`config.mk`:
```
export PLATFORM = sky130hd
export DESIGN_NAME = kvosic_counter
export DESIGN_NICKNAME = d
export VERILOG_FILES = /design/src/rtl/kvosic_counter.sv
export SDC_FILE = /design/constraint.sdc
export NUM_CORES = 1
export LEC_CHECK = 0
export CAP_MARGIN = 30
export CORE_MARGIN = 4
export CORE_UTILIZATION = 29
export CTS_CLUSTER_DIAMETER = 150
export DETAILED_ROUTE_END_ITERATION = 16
export PLACE_DENSITY = 0.74
export SLEW_MARGIN = 20
export SYNTH_ARGS = -nofsm -noshare
export SYNTH_HDL_FRONTEND = slang
export SYNTH_SLANG_ARGS = --single-unit
```
`constraint.sdc`:
```
create_clock -name clk -period 1.61 [get_ports clk]
set_clock_uncertainty 0.2 [all_clocks]
set_input_delay 0.322 -clock clk [delete_from_list [all_inputs] [get_ports clk]]
set_output_delay 0.322 -clock clk [all_outputs]
set_load 0.02 [all_outputs]
```
`src/rtl/kvosic_counter.sv`:
```
// rtl/kvosic_counter.sv - tile-packaged up/down counter with load, wrap flag and compare match
//
// Purpose:
//   WIDTH-bit up/down counter with a synchronous load, a registered wrap flag
//   (tc) and a combinational compare-match output. It is packaged in the
//   standard tile pin interface. Everything runs in the single clk domain.
//
// Optional feature macro: PRESCALE_EN
//   Defined   : a free-running prescaler gates counting to one tick every
//               2^sel enabled cycles (sel = uio_in[6:4]).
//   Undefined : tick is tied to 1, no prescaler flops are built and
//               uio_in[6:4] is ignored.
//
// Ports:
//   clk      in   1  system clock, rising edge
//   rst      in   1  synchronous active-high reset, wins over ena
//   ena      in   1  tile enable; 0 freezes count, tc and prescaler
//   ui_in    in   8  [0] cnt_en, [1] up, [2] load, [3] ignored, [7:4] load value
//   uio_in   in   8  [3:0] compare value, [6:4] prescale select, [7] ignored
//   uo_out   out  8  [3:0] count, [4] tc, [5] match, [6] direction, [7] 0
//   uio_out  out  8  constant 0
//   uio_oe   out  8  constant 0; bidirectional pins are inputs only

module kvosic_counter #(
   parameter int WIDTH      = 4,
   parameter int PRESCALE_W = 3
) (
   input  logic       clk,
   input  logic       rst,
   input  logic       ena,
   input  logic [7:0] ui_in,
   input  logic [7:0] uio_in,
   output logic [7:0] uo_out,
   output logic [7:0] uio_out,
   output logic [7:0] uio_oe
);

   localparam logic [WIDTH-1:0] ONE = WIDTH'(1);

   // Decoded control fields
   logic             cnt_en;
   logic             up;
   logic             load;
   logic [WIDTH-1:0] load_val;
   logic [WIDTH-1:0] cmp_val;

   assign cnt_en   = ui_in[0];
   assign up       = ui_in[1];
   assign load     = ui_in[2];
   assign load_val = ui_in[4 +: WIDTH];
   assign cmp_val  = uio_in[WIDTH-1:0];

   // Counter state
   logic [WIDTH-1:0] count;
   logic             tc;
   logic             tick;

   // Next count and whether that step crosses the modulo boundary
   logic [WIDTH-1:0] count_step;
   logic             wraps;

   always_comb begin
      count_step = count;
      wraps      = 1'b0;
      if (up) begin
         count_step = count + ONE;
         wraps      = (count == {WIDTH{1'b1}});
      end else begin
         count_step = count - ONE;
         wraps      = (count == {WIDTH{1'b0}});
      end
   end

`ifdef PRESCALE_EN
   // Prescaler wide enough for the largest select: 2^PRESCALE_W-1 bits.
   localparam int PB = (1 << PRESCALE_W) - 1;

   logic [PB-1:0]         presc;
   logic [PRESCALE_W-1:0] sel_q;
   logic [PB-1:0]         presc_mask;

   // Low sel bits all ones marks the last cycle of each 2^sel window;
   // sel=0 yields an empty mask and therefore a tick every cycle.
   always_comb begin
      presc_mask = '0;
      for (int i = 0; i < PB; i++) begin
         presc_mask[i] = (i < int'(sel_q));
      end
   end

   assign tick = ((presc & presc_mask) == presc_mask);

   // Select is registered so a change takes effect on the following cycle.
   always_ff @(posedge clk) begin
      if (rst) begin
         presc <= '0;
         sel_q <= '0;
      end else begin
         sel_q <= uio_in[4 +: PRESCALE_W];
         if (ena) begin
            if (load) begin
               presc <= '0;
            end else if (cnt_en) begin
               presc <= presc + PB'(1);
            end
         end
      end
   end
`else
   assign tick = 1'b1;
`endif

   // Counter and wrap flag: load > count > hold.
   always_ff @(posedge clk) begin
      if (rst) begin
         count <= '0;
         tc    <= 1'b0;
      end else if (ena) begin
         if (load) begin
            count <= load_val;
            tc    <= 1'b0;
         end else if (cnt_en && tick) begin
            count <= count_step;
            tc    <= wraps;
         end else begin
            tc    <= 1'b0;
         end
      end
   end

   // Zero-extend the count onto the 4-bit output field.
   logic [3:0] count_ext;

   always_comb begin
      count_ext              = '0;
      count_ext[WIDTH-1:0]   = count;
   end

   logic match;
   assign match = (count == cmp_val);

   assign uo_out  = {1'b0, up, match, tc, count_ext};
   assign uio_out = 8'h00;
   assign uio_oe  = 8'h00;

   // Reserved and (build-dependent) ignored input bits.
   logic unused_inputs;
   assign unused_inputs = ^{ui_in, uio_in};

endmodule

```
==> results of run 1 <==
## power groups by stage
stage | sequential [mW] | combinational (mW) | clock (mW)
floorplan | 0.157 | 0.143 | 0
global placement | 0.141 | 0.214 | 0
detailed placement | 0.141 | 0.218 | 0
CTS | 0.141 | 0.214 | 0.149
global route | 0.142 | 0.240 | 0.154
finish | 0.141 | 0.218 | 0.144
## cells in the final DEF, fill, tap and decap left out, types with 2 or more instances in the layout
cell	instances
conb_1	17
buf_2	3
nor2_1	2
clkdlybuf4s50_1	8
dlygate4sd2_1	7
clkdlybuf4s15_1	2
mux2i_1	2
a21oi_1	2
buf_4	8
o21ai_0	2
dfxtp_2	4
nand2_1	2
nor4_1	2
inv_1	2
clkbuf_4	3
buf_6	2
xor2_1	6
## worst max-delay path, cell delays in order, from the launching register on
cell and delay [ps]:
dfxtp_2 330, xor2_1 130, nor4_1 280, buf_2 220
## registers in the layout (all words and copies together), names as in the netlist
signal  flops
count       4
tc          1
## final timing paths
kind	from	endpoint	slack (ps)	depth (start not counted)
setup / recovery	count[1]	uo_out[5]	-110	3
hold / removal	tc	tc	290	2
setup reg to reg	count[0]	count[1]	-70	5
hold reg to reg	tc	tc	290	2
## synthesized netlist by cell type
cell type / n
buf_4: 21
xor2_1: 6
dfxtp_1: 5
a21oi_1: 3
inv_1: 3
ha_1: 2
mux2i_1: 2
nand2_1: 2
nor2_1: 2
nor4_1: 2
o21ai_0: 2
a221oi_2: 1
a22o_1: 1
a32oi_1: 1
and2_0: 1
and3_2: 1
and4_2: 1
conb_1: 1
fa_1: 1
nand3_1: 1
nand3b_1: 1
nand4bb_1: 1
nor3b_1: 1
o21ai_2: 1
o31ai_1: 1
o32ai_2: 1
## per-stage QoR
step	hold WS, ps	TNS, ps	power [mW]
global route	340.6	-349.7	0.5362
global placement	246.6	-2930	0.3548
detailed placement	287.9	-3164	0.3592
floorplan	183.7	0	0.2999
finish	289.7	-178.3	0.5028
CTS	293.7	-228.9	0.5033
## cells by family (layout without fill, tap and decap cells)
kind of cell / count (synthesis) / after routing / share of synthesized area, %
AOI/OAI and AO/OA: 11 / 11 / 16.00
xor gates and xnor gates: 6 / 6 / 9.333
DFF: 5 / 5 / 17.78
and+or+nand+nor: 13 / 13 / 14.67
other: 1 / 17 / 0.6660
adders and majority gates: 3 / 3 / 7.999
buffers and inverters: 24 / 37 / 30.00
muxes: 2 / 2 / 3.556
## layer usage
layer	routed length, um	global-route usage (%)	vias up	share of wire (%)
met3	120	0.5731	0	9.4
met1	522	12.22	221	41
li1	-	-	248	-
met4	0	6.550	0	0
met5	0	0	-	0
met2	636	15.69	30	50
## cell type report
| type | instances | share of cell area (%) |
|---|---|---|
| Multi-Input combinational cell | 52 | 45.89 |
| Timing Repair Buffer | 30 | 32.09 |
| Sequential cell | 5 | 13.02 |
| Tap cell | 25 | 3.876 |
| Clock buffer | 4 | 3.256 |
| Inverter | 3 | 1.860 |
## timing repair
item / CTS / global route
setup endpoints to repair: 10 / 6
gates resized for setup: 28 / 3
setup buffers: 1 / 0
pin swaps: 5 / 4
==> results.cfg, run 1 <==
[layout]
area_delta_synth_final_pct = 43.33
nFillCells = 182
post-route-util_pct = 45.26
n_antenna_cell = 0
multiInputGateArea_um2 = 370.4
nets = 117
fin_cells = 119
seq_area_um2 = 105.1
finalInstanceArea_um2 = 807.0
drive_gt1_share_pct = 29.79

[drt]
drc = 0
wl_mm = 1.279
wl_per_cell_um = 10.75
vias_per_cell = 4.193
ant_nets = 0
via_count = 499
first_iter_violations = 13
dr.pass1.iters = 4

[grt]
grt_pass1_wl_mm = 2.001
grt_pass1_vias = 460
antenna_found_initial = 0
overflow = 0
grt_max_degree = 9
grtUsageTotal_pct = 9.708

[clock_tree]
cts.clk_slew.worst_paths_ps = 40
htreeDepth = 1
clkLatencyLatePin_ps = 240
cts_root_buffer = clkbuf_4
holdBufCountCts = 0
clock_sinks = 5
tritoncts = built
cts_buffer_depth = 2
numCtsBuffers = 3

[synth]
seq_area_frac_synth_pct = 17.78
synth_cells = 65
synth_area_per_cell_um2 = 8.662
synth.distinct_cells = 26
syn-cell-area_um2 = 563.0
synth_top_area_cell = buf_4
ys_top_cells_by_area = buf_4, dfxtp_1, xor2_1, ha_1, fa_1
synth.top_cell.area_share_pct = 28.00
ys_seq_elements = 5
yosysWarnings = 0

[die]
die_h_um = 52.06
coreArea_mm2 = 0.001783
ios = 43
die_area_mm2 = 0.002710
num_rows = 15
start_util_pct = 31.58
dieWidth_um = 52.06

[job]
cap_violations = 0

[place]
place.gp.congestion = 0.7378
io_buffers = 20
dp_cells = 114
dpl.hpwl_mm = 1.063
pre_cts_ws_ps = -756.0
placement.cell_area_um2 = 769.5

[pwr]
irDropWorstVdd_uv = 230.8
power.share.clock_pct = 28.5
switchingPower_mw = 0.1773
power_density_mw_per_mm2 = 623.0
pwr-share-seq_pct = 28.0
p_int_mw = 0.3255
p_leak_nw = 0.3860
p_sw_share_pct = 35.26
p_comb_share_pct = 43.5

[worst_setup_path]
crit_type = flip-flop to primary output
path_max_fanout = 2
required_ps = 1090
critPathArrivalTime_ps = 1200
cp-end-kind = primary output
start_kind = flip-flop

[sta]
final-setup-viol-count = 2
rsz0062_at_grt = yes
slew_viol_final = 0
layout_setup_ws_ps = -109.5
hold_viol = 0
fin_crit_ps = 1720
post-route-period-util_pct = 106.8
max_freq_mhz = 581.6

[hold_path]
hold_path_class = flip-flop to flip-flop

[status]
violations = negative setup slack
status = finished with violations
Power figures use the tool's default switching activity.
==> run 2, diff against run 1 <==
--- a/config.mk
+++ b/config.mk
@@ -11,7 +11,7 @@
 export CTS_CLUSTER_DIAMETER = 150
 export DETAILED_ROUTE_END_ITERATION = 16
 export PLACE_DENSITY = 0.74
-export SLEW_MARGIN = 20
+export SLEW_MARGIN = 0
 export SYNTH_ARGS = -nofsm -noshare
 export SYNTH_HDL_FRONTEND = slang
 export SYNTH_SLANG_ARGS = --single-unit
==> results of run 2 <==
No change in the layout: final DEF, timing and power equal those of run 1.
==> run 3, diff against run 2 <==
--- a/config.mk
+++ b/config.mk
@@ -8,6 +8,7 @@
 export CAP_MARGIN = 30
 export CORE_MARGIN = 4
 export CORE_UTILIZATION = 29
+export CTS_BUF_LIST = sky130_fd_sc_hd__clkbuf_16
 export CTS_CLUSTER_DIAMETER = 150
 export DETAILED_ROUTE_END_ITERATION = 16
 export PLACE_DENSITY = 0.74
==> results.cfg, run 3 (synthesis gave the netlist of run 1 again) <==
[worst_setup_path]
crit_family = adder cells
cp_cell_sequence = buf_6, fa_1, nor2_1, a22o_1, a221oi_2
crit_cells = 5
r2r_end = count[1]
cp_slowest_cell = fa_1
r2r_setup_slack_ps = -80
path_max_fanout = 4
critPathArrivalTime_ps = 1620
required_ps = 1540
path_buf_inv = 1
reg2reg_depth = 5
crit_path_max_incr_delay_ps = 510
crit_type = flip-flop to flip-flop
start_kind = flip-flop
cp-end-kind = flip-flop
r2r_start = count[0]

[sta]
final-setup-viol-count = 2
hold_viol = 0
rsz0062_at_grt = yes
post-route-period-util_pct = 104.9
slew_viol_final = 0
max_freq_mhz = 591.8
setup_tns_ps = -158.4
layout_setup_ws_ps = -79.69
fin_crit_ps = 1690

[grt]
grt_max_degree = 9
grt_pass1_vias = 483
antenna_found_initial = 0
grt_pass1_wl_mm = 2.097
overflow = 0
grtUsageTotal_pct = 10.54

[clock_tree]
cts.clk_slew.worst_paths_ps = 30
htreeDepth = 1
cts_buffer_depth = 2
clkLatencyLatePin_ps = 220
clock_sinks = 5
cts_root_buffer = clkbuf_16
tritoncts = built
numCtsBuffers = 3
holdBufCountCts = 0

[pwr]
power_density_mw_per_mm2 = 859.8
power.share.clock_pct = 51.9
p_leak_nw = 0.4283
pwr-share-seq_pct = 18.3
p_comb_share_pct = 29.8
irDropWorstVdd_uv = 358.1
p_sw_share_pct = 27.13
switchingPower_mw = 0.2081
p_int_mw = 0.5589

[layout]
regMostFlops = count
n_antenna_cell = 0
drive_gt1_share_pct = 30.21
layout_commonest_cell = conb_1
area_delta_synth_final_pct = 58.44
multiInputGateArea_um2 = 384.1
largestRegisters = count: 4 flops, tc: 1 flops
seq_area_um2 = 102.6
nFillCells = 173
final_cell_mix = conb_1, dlygate4sd2_1, buf_4, clkdlybuf4s50_1, xor2_1
nets = 119
largest_reg_flops = 4

[job]
cap_violations = 0

[place]
pre_cts_ws_ps = -756.0
io_buffers = 20
place.gp.congestion = 0.7378
dpl.hpwl_mm = 1.063

[drt]
via_count = 495
drc = 0
wl_per_cell_um = 10.76
ant_nets = 0
vias_per_cell = 4.091
wl_mm = 1.302
first_iter_violations = 6
dr.pass1.iters = 4

[die]
start_util_pct = 31.58
die_area_mm2 = 0.002710
dieWidth_um = 52.06
num_rows = 15
die_h_um = 52.06
coreArea_mm2 = 0.001783
ios = 43

[status]
status = finished with violations
violations = negative setup slack

[hold_path]
hp-start = tc
hold_depth = 2
hold_path_class = flip-flop to flip-flop
holdPathEnd = tc
-- run 3: per-layer routing --
| layer | track usage, % | routed length (um) | part of all wire, % | vias to the layer above |
|---|---|---|---|---|
| met5 | 0 | 0 | 0 | - |
| met3 | 3.152 | 117 | 9.0 | 0 |
| met1 | 12.22 | 539 | 41 | 214 |
| met4 | 7.424 | 0 | 0 | 0 |
| li1 | - | - | - | 255 |
| met2 | 16.32 | 645 | 50 | 26 |
-- run 3: worst max path at each step --
stage,startpoint,endpoint,slack [ps]
final,count[0],count[1],-80
after floorplan,ui_in[1],count[1],7
after CTS,count[0],uo_out[5],-120
after global routing,count[0],count[1],-140
after detailed placement,uio_in[1],uo_out[5],-760
after global placement,uio_in[1],uo_out[5],-680
-- run 3: metrics by stage --
stage	power, mW	cells	utilization (%)	cell area, um2	hold WS (ps)
finish	0.7670	121	50.04	892.1	281.9
detailed placement	0.3592	114	43.16	769.5	287.9
global placement	0.3548	114	43.16	769.5	246.6
CTS	0.7654	121	49.19	877.1	291.2
floorplan	0.2999	81	-	628.1	183.7
global route	0.8044	121	50.04	892.1	337.3
-- run 3: final cells by class --
class,count,area share [%]
multi-input combinational,52,43.06
sequential,5,11.50
inverter,3,1.683
tap,25,3.506
timing repair buffer,32,31.42
clock inverter,1,0.4208
clock buffer,3,8.415
-- run 3: worst min-delay path: stages, from the launching register on --
cell and delay (ps):
dfxtp_1 330, nand2_1 50, o21ai_0 70
-- run 3: timing repair --
item                       in CTS  in global routing
gates cloned                    0                  0
pin swaps                       4                  2
buffers inserted                3                  0
setup endpoints to repair      10                  5
gates resized for setup        25                  3
-- run 3: power by group through the flow --
stage               Combinational (mW)  Clock [mW]  Sequential [mW]
finish                           0.229       0.398            0.140
global route                     0.251       0.412            0.141
CTS                              0.223       0.402            0.140
detailed placement               0.218           0            0.141
global placement                 0.214           0            0.141
floorplan                        0.143           0            0.157
